===== config.mk =====
export PLATFORM = sky130hd
export DESIGN_NAME = pump_pwm_gen_flat
export DESIGN_NICKNAME = d
export VERILOG_FILES = /design/src/rtl/pump_pwm_gen_if.sv /design/src/rtl/pump_pwm_gen.sv /design/src/flat_wrapper.sv
export SDC_FILE = /design/constraint.sdc
export NUM_CORES = 1
export LEC_CHECK = 0
export CELL_PAD_IN_SITES_DETAIL_PLACEMENT = 1
export CELL_PAD_IN_SITES_GLOBAL_PLACEMENT = 2
export CORE_ASPECT_RATIO = 0.75
export CORE_MARGIN = 2
export CORE_UTILIZATION = 40
export DETAILED_ROUTE_END_ITERATION = 6
export DONT_BUFFER_PORTS = 1
export MAX_ROUTING_LAYER = met4
export PLACE_DENSITY_LB_ADDON = 0.08
export SETUP_SLACK_MARGIN = 0.1
export SYNTH_ARGS = -nofsm -noshare
export SYNTH_HDL_FRONTEND = slang
export SYNTH_SLANG_ARGS = --single-unit
export TNS_END_PERCENT = 30

===== constraint.sdc =====
create_clock -name clk -period 3.7 [get_ports clk]
set_clock_uncertainty 0.15 [all_clocks]
set_input_delay 0.74 -clock clk [delete_from_list [all_inputs] [get_ports clk]]
set_output_delay 0.74 -clock clk [all_outputs]
set_load 0.01 [all_outputs]

===== src/rtl/pump_pwm_gen_if.sv =====
// Command/status bundle between the filter FSM side and the two-channel pump PWM generator.
interface pump_pwm_gen_if;
  logic [7:0] pwm_duty_a;
  logic [7:0] pwm_duty_b;
  logic       pwm_a;
  logic       pwm_b;
  logic [7:0] duty_act_a;
  logic [7:0] duty_act_b;
  logic       ramp_busy_a;
  logic       ramp_busy_b;
  logic       period_start;

  modport master (
    output pwm_duty_a, pwm_duty_b,
    input  pwm_a, pwm_b, duty_act_a, duty_act_b,
    input  ramp_busy_a, ramp_busy_b, period_start
  );

  modport slave (
    input  pwm_duty_a, pwm_duty_b,
    output pwm_a, pwm_b, duty_act_a, duty_act_b,
    output ramp_busy_a, ramp_busy_b, period_start
  );
endinterface


===== src/rtl/pump_pwm_gen.sv =====
// Two-channel pump PWM: shared prescaler/period/ramp timebase, per-channel slew-limited duty
// with immediate stop on a zero command.
module pump_pwm_gen #(
  parameter int CLK_DIV      = 196,
  parameter int RAMP_PERIODS = 4,
  parameter int RAMP_STEP    = 8
) (
  input  logic            clk,
  input  logic            reset,
  pump_pwm_gen_if.slave   bus
);

  localparam int PRE_W = (CLK_DIV > 1) ? $clog2(CLK_DIV) : 1;
  localparam int RC_W  = (RAMP_PERIODS > 1) ? $clog2(RAMP_PERIODS) : 1;
  localparam logic [PRE_W-1:0] PRE_MAX  = PRE_W'(CLK_DIV - 1);
  localparam logic [RC_W-1:0]  RAMP_MAX = RC_W'(RAMP_PERIODS - 1);
  localparam logic [7:0]       CNT_MAX  = 8'd254;
  localparam logic [8:0]       STEP9    = 9'(RAMP_STEP);
  localparam logic [7:0]       STEP8    = 8'(RAMP_STEP);

  logic [PRE_W-1:0] pre_reg;
  logic [7:0]       cnt_reg;
  logic [RC_W-1:0]  ramp_cnt_reg;
  logic             period_start_reg;
  logic             tick;
  logic             period_end;
  logic             step_en;

  assign tick       = (pre_reg == PRE_MAX);
  assign period_end = tick && (cnt_reg == CNT_MAX);
  assign step_en    = period_end && (ramp_cnt_reg == RAMP_MAX);

  always_ff @(posedge clk or posedge reset) begin
    if (reset) begin
      pre_reg          <= '0;
      cnt_reg          <= '0;
      ramp_cnt_reg     <= '0;
      period_start_reg <= 1'b0;
    end else begin
      pre_reg          <= tick ? '0 : pre_reg + 1'b1;
      period_start_reg <= period_end;
      if (tick)
        cnt_reg <= period_end ? 8'd0 : cnt_reg + 8'd1;
      if (period_end)
        ramp_cnt_reg <= (ramp_cnt_reg == RAMP_MAX) ? '0 : ramp_cnt_reg + 1'b1;
    end
  end

  assign bus.period_start = period_start_reg;

  logic [7:0] target       [2];
  logic [7:0] duty_act_reg [2];
  logic       pwm_reg      [2];
  logic       busy         [2];

  assign target[0] = bus.pwm_duty_a;
  assign target[1] = bus.pwm_duty_b;

  genvar gi;
  generate
    for (gi = 0; gi < 2; gi++) begin : g_chan
      logic [8:0] up_sum;
      logic [7:0] duty_next;

      // Sums are widened to 9 bits so a step near 255 saturates at the target instead of wrapping.
      always_comb begin
        duty_next = duty_act_reg[gi];
        up_sum    = {1'b0, duty_act_reg[gi]} + STEP9;
        if (duty_act_reg[gi] < target[gi]) begin
          duty_next = (up_sum >= {1'b0, target[gi]}) ? target[gi] : up_sum[7:0];
        end else if (duty_act_reg[gi] > target[gi]) begin
          if ({1'b0, duty_act_reg[gi]} < (STEP9 + {1'b0, target[gi]}))
            duty_next = target[gi];
          else
            duty_next = duty_act_reg[gi] - STEP8;
        end
      end

      always_ff @(posedge clk or posedge reset) begin
        if (reset) begin
          duty_act_reg[gi] <= 8'd0;
          pwm_reg[gi]      <= 1'b0;
        end else begin
          if (target[gi] == 8'd0)
            duty_act_reg[gi] <= 8'd0;
          else if (step_en)
            duty_act_reg[gi] <= duty_next;
          // cnt never exceeds 254, so duty 255 keeps the pin high for the whole period.
          pwm_reg[gi] <= (cnt_reg < duty_act_reg[gi]) && (target[gi] != 8'd0);
        end
      end

      assign busy[gi] = (duty_act_reg[gi] != target[gi]);
    end
  endgenerate

  assign bus.pwm_a       = pwm_reg[0];
  assign bus.pwm_b       = pwm_reg[1];
  assign bus.duty_act_a  = duty_act_reg[0];
  assign bus.duty_act_b  = duty_act_reg[1];
  assign bus.ramp_busy_a = busy[0];
  assign bus.ramp_busy_b = busy[1];

endmodule


===== src/flat_wrapper.sv =====
// flat-port wrapper written by rule: the top's interface ports become plain ports
module pump_pwm_gen_flat 
#(
  parameter int CLK_DIV      = 196,
  parameter int RAMP_PERIODS = 4,
  parameter int RAMP_STEP    = 8
)
  (clk, reset, bus_pwm_duty_a, bus_pwm_duty_b, bus_pwm_a, bus_pwm_b, bus_duty_act_a, bus_duty_act_b, bus_ramp_busy_a, bus_ramp_busy_b, bus_period_start);
  pump_pwm_gen_if bus_i ();
  input  logic clk;
  input  logic reset;
  input wire logic [$bits(bus_i.pwm_duty_a)-1:0] bus_pwm_duty_a;
  input wire logic [$bits(bus_i.pwm_duty_b)-1:0] bus_pwm_duty_b;
  output wire logic [$bits(bus_i.pwm_a)-1:0] bus_pwm_a;
  output wire logic [$bits(bus_i.pwm_b)-1:0] bus_pwm_b;
  output wire logic [$bits(bus_i.duty_act_a)-1:0] bus_duty_act_a;
  output wire logic [$bits(bus_i.duty_act_b)-1:0] bus_duty_act_b;
  output wire logic [$bits(bus_i.ramp_busy_a)-1:0] bus_ramp_busy_a;
  output wire logic [$bits(bus_i.ramp_busy_b)-1:0] bus_ramp_busy_b;
  output wire logic [$bits(bus_i.period_start)-1:0] bus_period_start;
  assign bus_i.pwm_duty_a = bus_pwm_duty_a;
  assign bus_i.pwm_duty_b = bus_pwm_duty_b;
  assign bus_pwm_a = bus_i.pwm_a;
  assign bus_pwm_b = bus_i.pwm_b;
  assign bus_duty_act_a = bus_i.duty_act_a;
  assign bus_duty_act_b = bus_i.duty_act_b;
  assign bus_ramp_busy_a = bus_i.ramp_busy_a;
  assign bus_ramp_busy_b = bus_i.ramp_busy_b;
  assign bus_period_start = bus_i.period_start;
  pump_pwm_gen #(.CLK_DIV(CLK_DIV), .RAMP_PERIODS(RAMP_PERIODS), .RAMP_STEP(RAMP_STEP)) u_core (.clk(clk), .reset(reset), .bus(bus_i));
endmodule

==> flow_results.xml <==
<?xml version="1.0" encoding="UTF-8"?>
<metrics>
  <group name="synth">
    <metric name="avgSynthCellArea" unit="um^2">8.844</metric>
    <metric name="synth.cell_area" unit="mm^2">0.003502</metric>
    <metric name="ys.warnings.count" unit="">0</metric>
    <metric name="synth.top_cells.by_count" unit="">sky130_fd_sc_hd__ha_1 (60), sky130_fd_sc_hd__inv_1 (39), sky130_fd_sc_hd__dfrtp_1 (37), sky130_fd_sc_hd__nand2_1 (31), sky130_fd_sc_hd__a21oi_1 (30)</metric>
    <metric name="synth.lib_cells_used.distinct" unit="">59</metric>
    <metric name="synth.net_count" unit="">474</metric>
    <metric name="synth.ff_latch_count" unit="">37</metric>
    <metric name="post_synth_main_area_contributors" unit="">sky130_fd_sc_hd__dfrtp_1 (26%), sky130_fd_sc_hd__ha_1 (21%), sky130_fd_sc_hd__xnor2_1 (4.5%)</metric>
    <metric name="ys_seq_area_frac" unit="">0.2644</metric>
    <metric name="synth_ff_type" unit="">sky130_fd_sc_hd__dfrtp_1</metric>
    <metric name="yosys.cell_count.top_type" unit="">sky130_fd_sc_hd__ha_1</metric>
    <metric name="synthesis.instances" unit="">396</metric>
    <metric name="synth-edff-count" unit="">0</metric>
    <metric name="async_reset_ff_frac" unit="">1.000</metric>
    <metric name="netlist.top_cell.by_area" unit="">sky130_fd_sc_hd__dfrtp_1</metric>
    <metric name="synth_top_area_frac" unit="">0.2644</metric>
  </group>
  <group name="place">
    <metric name="buffer_ports.inserted" unit="">0</metric>
    <metric name="gp_congestion" unit="">0.8820</metric>
    <metric name="dpl_worst_slack" unit="ns">0.3140</metric>
    <metric name="dp.final_hpwl" unit="um">8196</metric>
  </group>
  <group name="final_layout">
    <metric name="area_delta_synth_final" unit="%">8.610</metric>
    <metric name="post_route_cells_drive_above_1_share" unit="">0.08128</metric>
    <metric name="n_antenna_cell" unit="">0</metric>
    <metric name="layout.nets" unit="">483</metric>
    <metric name="footprint_of_the_multi_input_gates" unit="mm^2">0.002401</metric>
    <metric name="fillCellCount" unit="">999</metric>
    <metric name="layout.area.seq" unit="um^2">925.9</metric>
  </group>
  <group name="clock_tree">
    <metric name="post_cts_buffers" unit="">0</metric>
    <metric name="clock-sinks" unit="">37</metric>
    <metric name="clk_pin_slew_worst_paths" unit="ns">0.06</metric>
    <metric name="clkLatencyLatePin" unit="ns">0.28</metric>
    <metric name="cts_buffers" unit="">5</metric>
    <metric name="number_of_buffers_inserted_by_hold_repair_at_cts" unit="">0</metric>
    <metric name="tritoncts" unit="">yes</metric>
    <metric name="cts_max_level" unit="">2</metric>
    <metric name="cts-resized-gates" unit="">0</metric>
    <metric name="cts_max_path_buffers" unit="">2</metric>
    <metric name="clock_tree.root_cell" unit="">sky130_fd_sc_hd__clkbuf_16</metric>
  </group>
  <group name="setup_path">
    <metric name="worst_setup_path_end_kind" unit="">flop</metric>
    <metric name="critical_path.max_fanout" unit="">5</metric>
    <metric name="startpoint" unit="">bus_pwm_duty_a[3]</metric>
    <metric name="worstSetupStartpointType" unit="">input pin</metric>
    <metric name="worst-setup-path-type" unit="">input pin to flop</metric>
    <metric name="worst_ep_required_time" unit="ns">3.72</metric>
    <metric name="worst-r2r-setup-slack" unit="ns">0.55</metric>
    <metric name="worst_r2r_endpoint" unit="">u_core.bus.duty_act_a[0]</metric>
    <metric name="worst_r2r_path_depth" unit="">10</metric>
    <metric name="critical_path_arrival" unit="ns">3.22</metric>
    <metric name="reg_to_reg_critical_path_startpoint" unit="">u_core.bus.duty_act_a[4]</metric>
    <metric name="setup.worst_path.end" unit="">u_core.bus.duty_act_a[0]</metric>
  </group>
  <group name="floorplan">
    <metric name="boundaryPins" unit="">39</metric>
    <metric name="fp.dieArea" unit="mm^2">0.009528</metric>
    <metric name="die_w" unit="um">112.0</metric>
    <metric name="floorplan.initialDensity" unit="">0.4125</metric>
    <metric name="num_rows" unit="">29</metric>
    <metric name="design.core.area" unit="mm^2">0.008491</metric>
    <metric name="chipHeight" unit="um">85.04</metric>
  </group>
  <group name="drt">
    <metric name="finalWirelength" unit="um">10120</metric>
    <metric name="drt_first_iter_violations" unit="">175</metric>
    <metric name="detail_route.first_pass.iterations" unit="">4</metric>
    <metric name="avgRoutedWirePerCell" unit="um">19.69</metric>
    <metric name="vias_per_cell" unit="">5.804</metric>
    <metric name="detailroute.via_count" unit="">2983</metric>
    <metric name="number_of_routed_nets_with_antenna_violations" unit="">0</metric>
    <metric name="remaining_drc_errors" unit="">0</metric>
  </group>
  <group name="sta">
    <metric name="setup_slack" unit="ns">0.5009</metric>
    <metric name="slew_viol_final" unit="">0</metric>
    <metric name="grt_setup_unrepaired" unit="">no</metric>
    <metric name="final_period_minus_worst_setup_slack" unit="ns">3.199</metric>
    <metric name="totalNegativeSetupSlack" unit="ns">0</metric>
    <metric name="max_clock_freq" unit="MHz">312.6</metric>
    <metric name="finalSetupViolCount" unit="">0</metric>
    <metric name="tightestPinTransition" unit="ns">0.6286</metric>
    <metric name="hold_viol_final" unit="">0</metric>
    <metric name="final.period_utilization" unit="">0.8646</metric>
    <metric name="worst_slew_margin_rel" unit="">0.5787</metric>
  </group>
  <group name="power">
    <metric name="power.density_cell_area" unit="mW/mm^2">254.5</metric>
    <metric name="worst_ir_drop_vdd" unit="V">0.0001499</metric>
    <metric name="total_leakage_power" unit="uW">0.001770</metric>
  </group>
  <group name="grt">
    <metric name="first_global_vias" unit="">3082</metric>
    <metric name="grt_overflow" unit="">0</metric>
    <metric name="grt_antenna_before_repair" unit="">0</metric>
    <metric name="grt_start_max_net_pins" unit="">38</metric>
    <metric name="first_pass_grt_wire_length" unit="um">16770</metric>
    <metric name="grt_use_total" unit="">0.2293</metric>
  </group>
  <group name="run">
    <metric name="max_cap_violations" unit="">0</metric>
  </group>
  <group name="hold_path">
    <metric name="hold_class" unit="">input pin to asynchronous set/reset pin</metric>
  </group>
  <group name="run_status">
    <metric name="outcome" unit="">finished clean</metric>
  </group>
</metrics>
report_power, final:
group	switching [uW]	internal, uW
Combinational	77.6	52.1
Clock	170	247
Sequential	10.5	411
logic make-up after synthesis:
family | after synthesis | share of synthesized area
muxes | 11 | 0.03394
and+or+nand+nor | 118 | 0.1922
adders and majority gates | 60 | 0.2144
DFF | 37 | 0.2644
xor gates and xnor gates | 26 | 0.06502
AOI/OAI and AO/OA | 100 | 0.1801
buffers and inverters | 44 | 0.05002
how the worst min path moves through the flow:
stage	startpoint	endpoint	slack, ns
floorplan	u_core.pre_reg[0]	u_core.pre_reg[0]	0.29
global placement	u_core.pre_reg[0]	u_core.pre_reg[0]	0.33
detailed placement	u_core.pre_reg[0]	u_core.pre_reg[0]	0.33
CTS	reset	u_core.bus.duty_act_b[6]	0.33
global route	reset	u_core.bus.duty_act_b[6]	0.36
finish	reset	u_core.bus.duty_act_b[6]	0.32
layout make-up:
class | count | share of cell area
flip-flops and latches | 37 | 0.2434
well taps | 108 | 0.03553
clock buffers | 5 | 0.03289
multi-input cells | 315 | 0.6312
repair buffers | 7 | 0.01382
inverters | 39 | 0.03849
clock inverters | 3 | 0.004605
per-stage QoR:
step | std cells | hold WS, ns | util | total power [uW] | instance area [um^2]
final | 514 | 0.3165 | 0.4480 | 968.0 | 3804
after global routing | 514 | 0.3573 | 0.4480 | 1014 | 3804
after CTS | 514 | 0.3325 | 0.4480 | 977.7 | 3804
after detailed placement | 506 | 0.3337 | 0.4312 | 557.0 | 3661
after global placement | 506 | 0.3276 | 0.4312 | 553.6 | 3661
after floorplan | 396 | 0.2946 | - | 519.9 | 3502
cell usage in the layout (no fill, tap or decap), types with 2 or more instances in the layout:
cell type,instances
sky130_fd_sc_hd__o221ai_1,4
sky130_fd_sc_hd__o21ai_0,27
sky130_fd_sc_hd__nand3_1,27
sky130_fd_sc_hd__ha_1,60
sky130_fd_sc_hd__o21a_1,5
sky130_fd_sc_hd__buf_4,7
sky130_fd_sc_hd__and2_4,2
sky130_fd_sc_hd__mux2_2,3
sky130_fd_sc_hd__o211a_1,2
sky130_fd_sc_hd__a21boi_0,2
sky130_fd_sc_hd__a211oi_1,2
sky130_fd_sc_hd__o21bai_1,2
sky130_fd_sc_hd__a21o_1,2
sky130_fd_sc_hd__o211ai_1,7
sky130_fd_sc_hd__dfrtp_1,37
sky130_fd_sc_hd__nand2_1,31
sky130_fd_sc_hd__o22ai_1,2
sky130_fd_sc_hd__a221oi_1,2
sky130_fd_sc_hd__clkinv_2,2
sky130_fd_sc_hd__mux2i_1,7
sky130_fd_sc_hd__a22o_1,2
sky130_fd_sc_hd__nand3b_1,3
sky130_fd_sc_hd__nand4_1,7
sky130_fd_sc_hd__nor3_1,8
sky130_fd_sc_hd__nor4_1,4
sky130_fd_sc_hd__inv_1,39
sky130_fd_sc_hd__nor2_1,16
sky130_fd_sc_hd__a21oi_1,30
sky130_fd_sc_hd__a31oi_1,3
sky130_fd_sc_hd__xnor2_1,18
sky130_fd_sc_hd__xor2_1,8
sky130_fd_sc_hd__or3_1,2
sky130_fd_sc_hd__and3_1,3
sky130_fd_sc_hd__clkbuf_16,5
critical path, cell delays in order:
cell	delay [ns]
sky130_fd_sc_hd__inv_1	0.07
sky130_fd_sc_hd__nor3_1	0.35
sky130_fd_sc_hd__xnor2_1	0.11
sky130_fd_sc_hd__ha_1	0.31
sky130_fd_sc_hd__nand3_1	0.16
sky130_fd_sc_hd__a211oi_1	0.40
sky130_fd_sc_hd__o21ai_0	0.19
sky130_fd_sc_hd__or2_0	0.34
sky130_fd_sc_hd__and3_4	0.25
sky130_fd_sc_hd__mux2_4	0.29
layer usage:
| metal | global-route usage | up-vias | routed length [um] |
|---|---|---|---|
| met5 | - | - | 0 |
| met2 | 0.2931 | 62 | 3798 |
| met4 | 0.03104 | 0 | 50 |
| li1 | - | 1466 | - |
| met1 | 0.3716 | 1450 | 5766 |
| met3 | 0.04500 | 5 | 504 |
No activity file was read; power rests on OpenSTA's default activity.
